<file path="src/rtl/mem_port_arbiter_if.sv">
// Bus bundle for the memory port arbiter: core port, debug port, memory port, lock status.
// Pure wiring, no latency of its own.
// Requesters hold req with address/data stable until gnt; the memory side never stalls.
interface mem_port_arbiter_if #(
  parameter int ADDR_W = 32,
  parameter int DATA_W = 32
);
  logic              cpu_req;
  logic              cpu_we;
  logic [ADDR_W-1:0] cpu_addr;
  logic [DATA_W-1:0] cpu_wdata;
  logic              cpu_gnt;
  logic              cpu_rvalid;
  logic [DATA_W-1:0] cpu_rdata;

  logic              dbg_req;
  logic              dbg_we;
  logic              dbg_lock;
  logic [ADDR_W-1:0] dbg_addr;
  logic [DATA_W-1:0] dbg_wdata;
  logic              dbg_gnt;
  logic              dbg_rvalid;
  logic [DATA_W-1:0] dbg_rdata;

  logic [ADDR_W-1:0] mem_addr;
  logic [DATA_W-1:0] mem_wdata;
  logic              mem_we;
  logic [DATA_W-1:0] mem_rdata;

  logic              locked;

  // Arbiter side
  modport slave (
    input  cpu_req, cpu_we, cpu_addr, cpu_wdata,
    output cpu_gnt, cpu_rvalid, cpu_rdata,
    input  dbg_req, dbg_we, dbg_lock, dbg_addr, dbg_wdata,
    output dbg_gnt, dbg_rvalid, dbg_rdata,
    output mem_addr, mem_wdata, mem_we,
    input  mem_rdata,
    output locked
  );

  // Requester and memory side
  modport master (
    output cpu_req, cpu_we, cpu_addr, cpu_wdata,
    input  cpu_gnt, cpu_rvalid, cpu_rdata,
    output dbg_req, dbg_we, dbg_lock, dbg_addr, dbg_wdata,
    input  dbg_gnt, dbg_rvalid, dbg_rdata,
    input  mem_addr, mem_wdata, mem_we,
    output mem_rdata,
    input  locked
  );
endinterface

</file>
<file path="src/rtl/mem_port_arbiter.sv">
// Shares one unified memory between the core port and the debug/loader port, with debug bus lock.
// Grant is combinational in the request cycle; writes commit at its closing edge, read data returns one cycle later.
// A requester not granted simply keeps req asserted; a starvation limit bounds how long either one waits.
module mem_port_arbiter #(
  parameter int ADDR_W       = 32,
  parameter int DATA_W       = 32,
  parameter int CPU_PRIO     = 1,
  parameter int STARVE_LIMIT = 4
) (
  input  logic clk,
  input  logic reset_n,
  mem_port_arbiter_if.slave bus
);

  typedef enum logic {
    OWN_CPU = 1'b0,
    OWN_DBG = 1'b1
  } owner_e;

  typedef enum logic {
    ST_OPEN   = 1'b0,
    ST_LOCKED = 1'b1
  } lock_state_e;

  localparam logic [7:0] LIMIT = 8'(STARVE_LIMIT);

  lock_state_e       lock_q, lock_d;
  owner_e            last_q, last_d;
  owner_e            owner_c;
  logic [7:0]        starve_q, starve_d;
  logic              cpu_gnt_c, dbg_gnt_c, contested;
  logic              cpu_rvalid_q, dbg_rvalid_q;
  logic [DATA_W-1:0] cpu_rdata_q, dbg_rdata_q;
  logic [ADDR_W-1:0] mem_addr_c;
  logic [DATA_W-1:0] mem_wdata_c;
  logic              mem_we_c;

  // Pick at most one owner for this cycle; reset forces both grants off
  always_comb begin
    cpu_gnt_c = 1'b0;
    dbg_gnt_c = 1'b0;
    contested = bus.cpu_req && bus.dbg_req && (lock_q == ST_OPEN);
    if (!reset_n) begin
      cpu_gnt_c = 1'b0;
      dbg_gnt_c = 1'b0;
    end else if (lock_q == ST_LOCKED) begin
      // The core is shut out for the whole lock, even when debug is idle
      dbg_gnt_c = bus.dbg_req;
    end else if (contested) begin
      if (starve_q >= LIMIT) begin
        if (last_q == OWN_CPU) dbg_gnt_c = 1'b1;
        else                   cpu_gnt_c = 1'b1;
      end else if (CPU_PRIO != 0) begin
        cpu_gnt_c = 1'b1;
      end else begin
        dbg_gnt_c = 1'b1;
      end
    end else begin
      cpu_gnt_c = bus.cpu_req;
      dbg_gnt_c = bus.dbg_req;
    end
  end

  // Route the owner's request to memory; the core address is parked there when idle
  always_comb begin
    mem_addr_c  = bus.cpu_addr;
    mem_wdata_c = bus.cpu_wdata;
    if (dbg_gnt_c) begin
      mem_addr_c  = bus.dbg_addr;
      mem_wdata_c = bus.dbg_wdata;
    end
    mem_we_c = (cpu_gnt_c && bus.cpu_we) || (dbg_gnt_c && bus.dbg_we);
  end

  // Track consecutive contested wins by the same owner; any other cycle clears the run
  always_comb begin
    starve_d = 8'd0;
    last_d   = last_q;
    owner_c  = dbg_gnt_c ? OWN_DBG : OWN_CPU;
    if (cpu_gnt_c || dbg_gnt_c) begin
      last_d = owner_c;
      if (contested) begin
        if (owner_c == last_q) starve_d = (starve_q == 8'hFF) ? starve_q : starve_q + 8'd1;
        else                   starve_d = 8'd1;
      end
    end
  end

  // Lock is taken by a debug grant with dbg_lock and dropped as soon as dbg_lock falls
  always_comb begin
    lock_d = lock_q;
    case (lock_q)
      ST_OPEN:   if (dbg_gnt_c && bus.dbg_lock) lock_d = ST_LOCKED;
      ST_LOCKED: if (!bus.dbg_lock)             lock_d = ST_OPEN;
    endcase
  end

  // Arbitration state registers
  always_ff @(posedge clk or negedge reset_n) begin
    if (!reset_n) begin
      lock_q   <= ST_OPEN;
      last_q   <= OWN_CPU;
      starve_q <= 8'd0;
    end else begin
      lock_q   <= lock_d;
      last_q   <= last_d;
      starve_q <= starve_d;
    end
  end

  // Capture read data for the granted reader; rdata holds until that port reads again
  always_ff @(posedge clk or negedge reset_n) begin
    if (!reset_n) begin
      cpu_rvalid_q <= 1'b0;
      dbg_rvalid_q <= 1'b0;
      cpu_rdata_q  <= '0;
      dbg_rdata_q  <= '0;
    end else begin
      cpu_rvalid_q <= cpu_gnt_c && !bus.cpu_we;
      dbg_rvalid_q <= dbg_gnt_c && !bus.dbg_we;
      if (cpu_gnt_c && !bus.cpu_we) cpu_rdata_q <= bus.mem_rdata;
      if (dbg_gnt_c && !bus.dbg_we) dbg_rdata_q <= bus.mem_rdata;
    end
  end

  assign bus.cpu_gnt    = cpu_gnt_c;
  assign bus.dbg_gnt    = dbg_gnt_c;
  assign bus.cpu_rvalid = cpu_rvalid_q;
  assign bus.dbg_rvalid = dbg_rvalid_q;
  assign bus.cpu_rdata  = cpu_rdata_q;
  assign bus.dbg_rdata  = dbg_rdata_q;
  assign bus.mem_addr   = mem_addr_c;
  assign bus.mem_wdata  = mem_wdata_c;
  assign bus.mem_we     = mem_we_c;
  assign bus.locked     = (lock_q == ST_LOCKED);

endmodule

</file>
<file path="src/flat_wrapper.sv">
// flat-port wrapper written by rule: the top's interface ports become plain ports
module mem_port_arbiter_flat 
#(
  parameter int ADDR_W       = 32,
  parameter int DATA_W       = 32,
  parameter int CPU_PRIO     = 1,
  parameter int STARVE_LIMIT = 4
)
  (clk, reset_n, bus_cpu_req, bus_cpu_we, bus_cpu_addr, bus_cpu_wdata, bus_cpu_gnt, bus_cpu_rvalid, bus_cpu_rdata, bus_dbg_req, bus_dbg_we, bus_dbg_lock, bus_dbg_addr, bus_dbg_wdata, bus_dbg_gnt, bus_dbg_rvalid, bus_dbg_rdata, bus_mem_addr, bus_mem_wdata, bus_mem_we, bus_mem_rdata, bus_locked);
  mem_port_arbiter_if #(.ADDR_W(ADDR_W), .DATA_W(DATA_W)) bus_i ();
  input  logic clk;
  input  logic reset_n;
  input wire logic [$bits(bus_i.cpu_req)-1:0] bus_cpu_req;
  input wire logic [$bits(bus_i.cpu_we)-1:0] bus_cpu_we;
  input wire logic [$bits(bus_i.cpu_addr)-1:0] bus_cpu_addr;
  input wire logic [$bits(bus_i.cpu_wdata)-1:0] bus_cpu_wdata;
  output wire logic [$bits(bus_i.cpu_gnt)-1:0] bus_cpu_gnt;
  output wire logic [$bits(bus_i.cpu_rvalid)-1:0] bus_cpu_rvalid;
  output wire logic [$bits(bus_i.cpu_rdata)-1:0] bus_cpu_rdata;
  input wire logic [$bits(bus_i.dbg_req)-1:0] bus_dbg_req;
  input wire logic [$bits(bus_i.dbg_we)-1:0] bus_dbg_we;
  input wire logic [$bits(bus_i.dbg_lock)-1:0] bus_dbg_lock;
  input wire logic [$bits(bus_i.dbg_addr)-1:0] bus_dbg_addr;
  input wire logic [$bits(bus_i.dbg_wdata)-1:0] bus_dbg_wdata;
  output wire logic [$bits(bus_i.dbg_gnt)-1:0] bus_dbg_gnt;
  output wire logic [$bits(bus_i.dbg_rvalid)-1:0] bus_dbg_rvalid;
  output wire logic [$bits(bus_i.dbg_rdata)-1:0] bus_dbg_rdata;
  output wire logic [$bits(bus_i.mem_addr)-1:0] bus_mem_addr;
  output wire logic [$bits(bus_i.mem_wdata)-1:0] bus_mem_wdata;
  output wire logic [$bits(bus_i.mem_we)-1:0] bus_mem_we;
  input wire logic [$bits(bus_i.mem_rdata)-1:0] bus_mem_rdata;
  output wire logic [$bits(bus_i.locked)-1:0] bus_locked;
  assign bus_i.cpu_req = bus_cpu_req;
  assign bus_i.cpu_we = bus_cpu_we;
  assign bus_i.cpu_addr = bus_cpu_addr;
  assign bus_i.cpu_wdata = bus_cpu_wdata;
  assign bus_cpu_gnt = bus_i.cpu_gnt;
  assign bus_cpu_rvalid = bus_i.cpu_rvalid;
  assign bus_cpu_rdata = bus_i.cpu_rdata;
  assign bus_i.dbg_req = bus_dbg_req;
  assign bus_i.dbg_we = bus_dbg_we;
  assign bus_i.dbg_lock = bus_dbg_lock;
  assign bus_i.dbg_addr = bus_dbg_addr;
  assign bus_i.dbg_wdata = bus_dbg_wdata;
  assign bus_dbg_gnt = bus_i.dbg_gnt;
  assign bus_dbg_rvalid = bus_i.dbg_rvalid;
  assign bus_dbg_rdata = bus_i.dbg_rdata;
  assign bus_mem_addr = bus_i.mem_addr;
  assign bus_mem_wdata = bus_i.mem_wdata;
  assign bus_mem_we = bus_i.mem_we;
  assign bus_i.mem_rdata = bus_mem_rdata;
  assign bus_locked = bus_i.locked;
  mem_port_arbiter #(.ADDR_W(ADDR_W), .DATA_W(DATA_W), .CPU_PRIO(CPU_PRIO), .STARVE_LIMIT(STARVE_LIMIT)) u_core (.clk(clk), .reset_n(reset_n), .bus(bus_i));
endmodule
</file>
<file path="config.mk">
export PLATFORM = sky130hd
export DESIGN_NAME = mem_port_arbiter_flat
export DESIGN_NICKNAME = d
export VERILOG_FILES = /design/src/rtl/mem_port_arbiter_if.sv /design/src/rtl/mem_port_arbiter.sv /design/src/flat_wrapper.sv
export SDC_FILE = /design/constraint.sdc
export NUM_CORES = 1
export LEC_CHECK = 0
export CAP_MARGIN = 20
export CORE_ASPECT_RATIO = 1.2
export CORE_MARGIN = 1
export CORE_UTILIZATION = 25
export CTS_BUF_LIST = sky130_fd_sc_hd__clkbuf_16
export DETAILED_ROUTE_END_ITERATION = 16
export PLACE_DENSITY = 0.67
export SLEW_MARGIN = 25
export SYNTH_ARGS = -nofsm -noshare
export SYNTH_HDL_FRONTEND = slang
export SYNTH_SLANG_ARGS = --single-unit
</file>
<file path="constraint.sdc">
create_clock -name clk -period 2 [get_ports clk]
set_clock_uncertainty 0.05 [all_clocks]
set_input_delay 0.2 -clock clk [delete_from_list [all_inputs] [get_ports clk]]
set_output_delay 0.2 -clock clk [all_outputs]
set_load 0.01 [all_outputs]
</file>
# --- Word-level counts from Yosys, hierarchy flattened ---
# Cells that the tools add are included.
word_totals:
  register_bits: 76
  inputBits: 167
  output_inout_bits: 134
  elab_cells: 44
op_classes:
  addsub: 1
  magnitude_cmp: 1
  n_eq_ne: 3
  muxes: 20
  bitwise: 1
  reduce_logical: 11
ops:
  columns: ["operator", "count"]
  rows:
  - ["32-bit 2-to-1 mux", 2]
  - ["8-bit 2-to-1 mux", 4]
  - ["1-bit 2-to-1 mux", 13]
  - ["8-bit by 1-bit adder with 8-bit output, second input constant", 1]
  - ["8-bit == test, second input constant", 1]
  - ["8-bit by 3-bit >= comparator with 1-bit output, second input constant", 1]
  - ["1-bit logical AND", 7]
  - ["4-bit inequality test, second input constant", 1]
  - ["1-bit zero test", 2]
  - ["1-bit logical OR", 2]
  - ["1-bit one-hot mux with 2 select lines", 1]
  - ["1-bit == test", 1]
  - ["1-bit inverter", 1]

# --- Logic depth before layout (Yosys ltp) ---
# Gate-level depths: netlist of the first run.
logic_depth:
  word_depth: 10
  ltp_mapped: 6
  depth_no_buf: 4

# --- Worst setup path after synthesis of the first run ---
# Ideal clock, no wire load.
synth_path:
  path_kind: "register to output"
  startpoint: "register u_core.lock_q (netlist: u_core.bus.locked)"
  endpoint: "output bus_mem_wdata[25]"
  arrival_time_ps: 1699
  t_required_ps: 1750
  setup_slack_ps: 51
  stages_incl_launch_ff: 6
  path_buffers: 2
  path_cell_list: "dfrtp_1 -> nor2b_1 -> a221oi_2 -> buf_2 -> buf_4 -> mux2_2"
synth_between:
  elab_chain_len: 6
synth_lines:
  columns: ["item", "line", "source"]
  rows:
  - ["from (decl)", "mem_port_arbiter.sv:27", "lock_state_e lock_q, lock_d;"]
  - ["from (signal assigned)", "mem_port_arbiter.sv:105", "lock_q <= lock_d;"]
  - ["1-bit inverter", "mem_port_arbiter.sv:42", "contested = bus.cpu_req && bus.dbg_req && (lock_q == ST_OPEN);"]
  - ["1-bit logical AND", "mem_port_arbiter.sv:42", null]
  - ["1-bit 2-to-1 mux", "mem_port_arbiter.sv:49", "end else if (contested) begin"]
  - ["1-bit 2-to-1 mux (*)", "mem_port_arbiter.sv:46", "end else if (lock_q == ST_LOCKED) begin"]
  - ["1-bit 2-to-1 mux (*)", "mem_port_arbiter.sv:43", "if (!reset_n) begin"]
  - ["named net bus_dbg_gnt", "flat_wrapper.sv:25", "output wire logic [$bits(bus_i.dbg_gnt)-1:0] bus_dbg_gnt;"]
  - ["32-bit 2-to-1 mux (*)", "mem_port_arbiter.sv:68", "if (dbg_gnt_c) begin"]
  - ["to (decl)", "flat_wrapper.sv:29", "output wire logic [$bits(bus_i.mem_wdata)-1:0] bus_mem_wdata;"]
# The timed path passes the listed nets; every way through them passes the cells marked *.

# --- Final worst setup path of the first run ---
layout_path:
  startpoint: "register u_core.lock_q (netlist: u_core.bus.locked)"
  endpoint: "output bus_mem_wdata[12]"
layout_between:
  elab_chain_len: 6
layout_lines:
  columns: ["item", "line"]
  rows:
  - ["1-bit inverter", "mem_port_arbiter.sv:42"]
  - ["1-bit logical AND", "mem_port_arbiter.sv:42"]
  - ["1-bit 2-to-1 mux", "mem_port_arbiter.sv:49"]
  - ["1-bit 2-to-1 mux (*)", "mem_port_arbiter.sv:46"]
  - ["1-bit 2-to-1 mux (*)", "mem_port_arbiter.sv:43"]
  - ["32-bit 2-to-1 mux (*)", "mem_port_arbiter.sv:68"]
# Every way passes the cells marked *; elsewhere a longest branch is shown, timed or not.

==> impl_metrics.yaml, run 1 <==
status:
  status: "finished with violations"
  violations: "setup timing"
cts:
  clk_pin_slew_ns: 0.06
  clockBufferDepth: 2
  tritoncts: "built"
  cts_hold_buffers: 0
  h-tree-depth: 3
  clockRootBuffer: "clkbuf_16"
  clkSinkCount: 76
  cts_made_buffers: 9
  clock_latency_ns: 0.33
global_route:
  track_usage_pct: 24.56
  gr-usage-met1_pct: 33.55
  use_met3_pct: 6.239
  grt_pass1_wl_um: 26350
  antenna_found_initial: 2
  top_usage_layer: "met2"
  grt_overflow: 0
  gr-usage-met2_pct: 39.13
  grt_max_degree: 78
  grt_pass1_vias: 3918
run:
  maxCapViolCount: 0
cells_and_area:
  nNetsFinal: 759
  syn2layout_area_growth_pct: 118.6
  drive_gt1_share_pct: 43.70
synth:
  synth_ff_type: "dfrtp_1"
  ys_warn_count: 0
  syn_avg_cell_area_um2: 14.68
  synth_edf_count: 0
  synth_seq_area_share_pct: 51.81
  synth.distinct_cells: 27
  synth_seq_cells: 76
  synthCells: 250
  netlist_area_um2: 3671
  async_flop_share_pct: 100.0
drt:
  wl_per_cell_um: 24.04
  route.detailed.drc: 0
  vias: 3570
  first_iter_violations: 184
  viasPerCell: 4.630
  antenna_left: 0
  wl_um: 18530
  first_pass_iters: 4
floorplan:
  ios: 301
  initial_core_util_pct: 25.58
  fp.dieH_um: 134.7
  core_area_um2: 14350
  dieArea_um2: 15180
  core.rowCount: 48
  fp.dieW_um: 112.6
placed_design:
  gp_congestion: 0.8514
  io_buffers: 300
  dpl.hpwl_um: 13530
timing:
  relSlewSlack_pct: 53.25
  worstMarginPinSlew_ns: 0.7012
  holdWs_ns: 0.03814
  slew_viol_final: 0
  fin_crit_sh_pct: 114.8
  tns_ns: -25.23
  hold_violations: 0
  setup_viol: 129
  fmax_mhz: 435.5
  min_period_ns: 2.296
  setup_slack_ns: -0.2963
  rsz0062_at_grt: "true"
worst_setup_path:
  cp-start-kind: "flip-flop"
  critical_path_required_ns: 1.75
  r2r-end: "u_core.bus.cpu_rdata[15]"
  path_max_fanout: 8
  timing.rr.start: "u_core.starve_q[7]"
  r2r_cells: 8
  worst-endpoint-arrival_ns: 2.05
  cpMostUsedCell: "buf_12"
  r2r_slack_ns: -0.18
  endpoint_kind: "output port"
  slowest_delay_ns: 0.45
  crit_chain: "nor4b_4 -> a221oi_4 -> buf_12 -> buf_12 -> mux2_4 -> buf_6"
  crit_path_top_delay_cell: "dfrtp_2"
  critical_path_class: "flip-flop to output port"
power:
  swShare_pct: 27.65
  p_int_uw: 4611
  clockPowerShare_pct: 25.6
  p_leak_uw: 0.003447
  powerDensity_nw_per_um2: 794.1
  peakVddDrop_v: 0.0005282
  p_sw_uw: 1762
  seqPwrFrac_pct: 33.1
  combPwrFrac_pct: 41.2
worst_hold_path:
  holdCritPathClass: "primary input to asynchronous set/reset pin"
[metrics by stage]
stage / setup WS, ns / utilization (%) / instances / instance area [µm²] / total power [µW]
2_1_floorplan: 0.05125 / - / 254 / 3686 / 2785
3_3_place_gp: -0.6397 / 48.77 / 732 / 7000 / 4257
3_5_place_dp: -0.6847 / 48.77 / 732 / 7000 / 4303
4_1_cts: -0.2935 / 56.39 / 774 / 8094 / 6423
5_1_grt: -0.3434 / 55.91 / 771 / 8025 / 6649
6_report: -0.2963 / 55.91 / 771 / 8025 / 6373
[how the worst max path moves through the flow]
stage | from | to | cells past startpoint
5_1_grt | u_core.bus.locked | bus_mem_wdata[12] | 6
3_5_place_dp | bus_cpu_req | bus_mem_wdata[12] | 6
3_3_place_gp | bus_cpu_req | bus_mem_wdata[12] | 6
4_1_cts | u_core.starve_q[3] | bus_mem_wdata[12] | 6
6_report | u_core.bus.locked | bus_mem_wdata[12] | 6
2_1_floorplan | u_core.bus.locked | bus_mem_wdata[25] | 5
[registers in the layout, indices dropped and copies added, names as in the netlist]
register / cells
u_core.bus.cpu_rdata: 32
u_core.bus.cpu_rvalid: 1
u_core.bus.dbg_rdata: 32
u_core.bus.dbg_rvalid: 1
u_core.bus.locked: 1
u_core.last_q: 1
u_core.starve_q: 8
[area by class of cell]
cell class / count / area, µm²
Clock buffer: 9 / 225.2
Clock inverter: 7 / 75.07
Fill cell: 1204 / 6329
Sequential cell: 76 / 1903
Timing Repair Buffer: 339 / 3593
Inverter: 4 / 15.01
Tap cell: 175 / 219.0
Multi-Input combinational cell: 160 / 1992
Antenna cell: 1 / 2.502
[cells in the mapped netlist, types with 2 or more instances]
library cell / number / area (µm²)
a21oi_1: 2 / 10.01
buf_2: 6 / 30.03
buf_4: 5 / 37.54
buf_6: 3 / 33.78
dfrtp_1: 76 / 1902
ha_1: 2 / 25.02
inv_1: 4 / 15.01
mux2_1: 58 / 653.1
mux2_2: 70 / 788.3
nand2_1: 3 / 11.26
nand3_1: 2 / 10.01
nor2_1: 3 / 11.26
nor2b_1: 2 / 12.51
[power groups by stage]
stage	Combinational (µW)	Clock [µW]	Sequential, µW
after floorplan	527	0	2260
after global placement	2170	0	2080
after detailed placement	2200	0	2110
after CTS	2650	1670	2110
after global routing	2760	1740	2150
final	2630	1630	2110
[cell families after synthesis]
| family | count (synthesis) | share of synthesized area, % |
|---|---|---|
| mux | 128 | 39.26 |
| fa+ha+maj | 2 | 0.6816 |
| other cells | 1 | 0.1022 |
| compound gates | 9 | 2.250 |
| flops | 76 | 51.81 |
| simple gates | 16 | 2.727 |
| buf+inv | 18 | 3.170 |
[critical path: cells and delay by family (launching register included)]
family                 cells  cell delay (ns)
muxes                      1             0.33
DFF                        1             0.45
and+or+nand+nor            1             0.36
buffers and inverters      3             0.45
AOI/OAI and AO/OA          1             0.11
[timing repair]
action / CTS / global route
gates resized for setup: 413 / 9
gates cloned: 12 / 1
endpoints found under the setup margin: 131 / 131
buffers inserted: 16 / 2
pin swaps: 4 / 5
[layout by cell type (no fill, tap or decap), drive strengths merged, types with 3 or more instances in the layout]
master / instances
clkdlybuf4s50: 232
clkbuf: 10
nor2: 3
inv: 7
conb: 5
nand2: 3
buf: 106
mux2: 128
dfrtp: 76
[metal layers]
layer	wire, µm	up-vias
met3	1487	15
met2	8609	207
met4	209	0
met5	0	-
met1	8226	1761
li1	-	1587
(Power assumes the default switching activity.)
==> run 2, diff against run 1 <==
CORE_AREA = 2 2 117 119   (was not set)
CORE_ASPECT_RATIO = not set   (was 1.2)
CORE_MARGIN = not set   (was 1)
CORE_UTILIZATION = not set   (was 25)
DIE_AREA = 0 0 119 121   (was not set)
PLACE_DENSITY = 0.74   (was 0.67)
==> run 2 against run 1 <==
The flow still finishes with violations (setup timing); sequential cell count unchanged; design area decreased by 3.0%; maximum frequency about the same; total power decreased by 4.5%; hold slack improved by 0.0064 ns; final cell count decreased by 0.26%; sequential power about the same; critical path depth increased by 1; largest cell class unchanged; via count decreased by 4.1%; register-to-register slack got worse by 0.03 ns.
==> impl_metrics.yaml, run 2 (same netlist as run 1, synthesis figures left out) <==
status:
  violations: "setup timing"
  status: "finished with violations"
drt:
  antenna_left: 0
  vias: 3422
  first_pass_iters: 4
  wl_per_cell_um: 18.83
  wl_um: 14480
  first_iter_violations: 96
  viasPerCell: 4.450
  route.detailed.drc: 0
timing:
  slew_viol_final: 0
  setup_slack_ns: -0.2955
  worstMarginPinSlew_ns: 0.6776
  min_period_ns: 2.295
  fmax_mhz: 435.6
  rsz0062_at_grt: "true"
  hold_violations: 0
  relSlewSlack_pct: 54.83
  setup_viol: 129
  fin_crit_sh_pct: 114.8
  tns_ns: -26.59
global_route:
  antenna_found_initial: 0
  track_usage_pct: 19.61
  grt_pass1_wl_um: 21340
  grt_max_degree: 78
  grt_overflow: 0
  grt_pass1_vias: 3814
floorplan:
  core.rowCount: 42
  fp.dieH_um: 121
  dieArea_um2: 14400
  initial_core_util_pct: 28.06
  ios: 301
  fp.dieW_um: 119
  core_area_um2: 13090
cts:
  h-tree-depth: 3
  cts_hold_buffers: 0
  clockBufferDepth: 2
  clockRootBuffer: "clkbuf_16"
  tritoncts: "built"
  clock_latency_ns: 0.32
  cts_made_buffers: 9
  clk_pin_slew_ns: 0.06
  clkSinkCount: 76
worst_setup_path:
  critical_path_required_ns: 1.75
  worst-endpoint-arrival_ns: 2.05
  cp-start-kind: "flip-flop"
  path_max_fanout: 5
  r2r_slack_ns: -0.21
  endpoint_kind: "output port"
  critical_path_class: "flip-flop to output port"
cells_and_area:
  mostFrequentLayoutCells: "clkdlybuf4s50_1, dfrtp_1, mux2_2"
  seq_area_um2: 1902
  multi_input_area_um2: 1881
  final_util_pct: 59.50
  syn2layout_area_growth_pct: 112.1
  final_common_cell: "clkdlybuf4s50_1"
  num_antenna_cells: 0
  fillers: 1041
  final_area_um2: 7786
  nNetsFinal: 758
  drive_gt1_share_pct: 39.12
run:
  maxCapViolCount: 0
placed_design:
  gp_congestion: 0.7682
  dpl.hpwl_um: 10980
  dpl_cell_area_um2: 7027
  io_buffers: 300
  pre_cts_ws_ns: -0.6074
power:
  power_uw: 6085
  p_leak_uw: 0.003319
  powerDensity_nw_per_um2: 781.5
  peakVddDrop_v: 0.0003773
worst_hold_path:
  holdCritPathClass: "primary input to asynchronous set/reset pin"
run 2: cell types whose count changed in the layout (fill, tap and decap cells not counted), sizes merged:
cell | previous run | this run
buf | 106 | 105
inv | 7 | 5
clkinv | 1 | 3
diode | 1 | 0
clkinvlp | 2 | 1
run 2: per-layer routing:
metal  global-route usage [%]  wire length [µm]  part of all wire [%]  vias up
met5                        0                 0                     0        -
met4                    6.473               297                   2.1        0
met3                    5.404               983                   6.8       20
met2                    33.01              7476                    52      169
met1                    24.39              5722                    40     1654
li1                         -                 -                     -     1579
run 2: worst paths after layout:
kind | from | end | cells after the start
worst min-delay path | reset_n | u_core.starve_q[0] | 3
worst max-delay path | u_core.starve_q[3] | bus_mem_wdata[12] | 7
worst min register to register | u_core.bus.dbg_rdata[24] | u_core.bus.dbg_rdata[24] | 1
max in group asynchronous | reset_n | u_core.bus.cpu_rdata[1] | 3
worst max register to register | u_core.bus.locked | u_core.bus.dbg_rdata[0] | 8
min in group clk | bus_dbg_lock | u_core.bus.locked | 2
run 2: repair_timing:
item | CTS | global route
pin swaps | 4 | 3
setup endpoints to repair | 131 | 132
cloned | 6 | 1
resized for setup | 364 | 36
buffers inserted | 14 | 3
run 2: stage by stage:
| stage | hold WS [ns] | std cells |
|---|---|---|
| floorplan | -0.1456 | 254 |
| global placement | 0.4165 | 738 |
| detailed placement | 0.4238 | 738 |
| CTS | 0.2099 | 771 |
| global route | 0.1148 | 769 |
| finish | 0.04450 | 769 |
run 2: power breakdown:
| group | internal [µW] | total [µW] | switching, µW |
|---|---|---|---|
| sequential | 1900 | 2090 | 193 |
| clock | 960 | 1570 | 613 |
| combinational | 1600 | 2420 | 819 |
run 2: layout make-up:
class,instances,share of cell area [%]
Multi-Input combinational cell,160,24.15
Sequential cell,76,24.43
Timing Repair Buffer,338,44.67
Tap cell,176,2.828
Clock inverter,6,0.8356
Clock buffer,9,2.892
Inverter,4,0.1928
run 2: critical path: stages (launching register included):
cell and delay (ns):
dfrtp_1 0.39, nor4b_2 0.38, a221oi_4 0.11, buf_6 0.18, buf_12 0.13, buf_12 0.12, mux2_2 0.28, buf_6 0.12
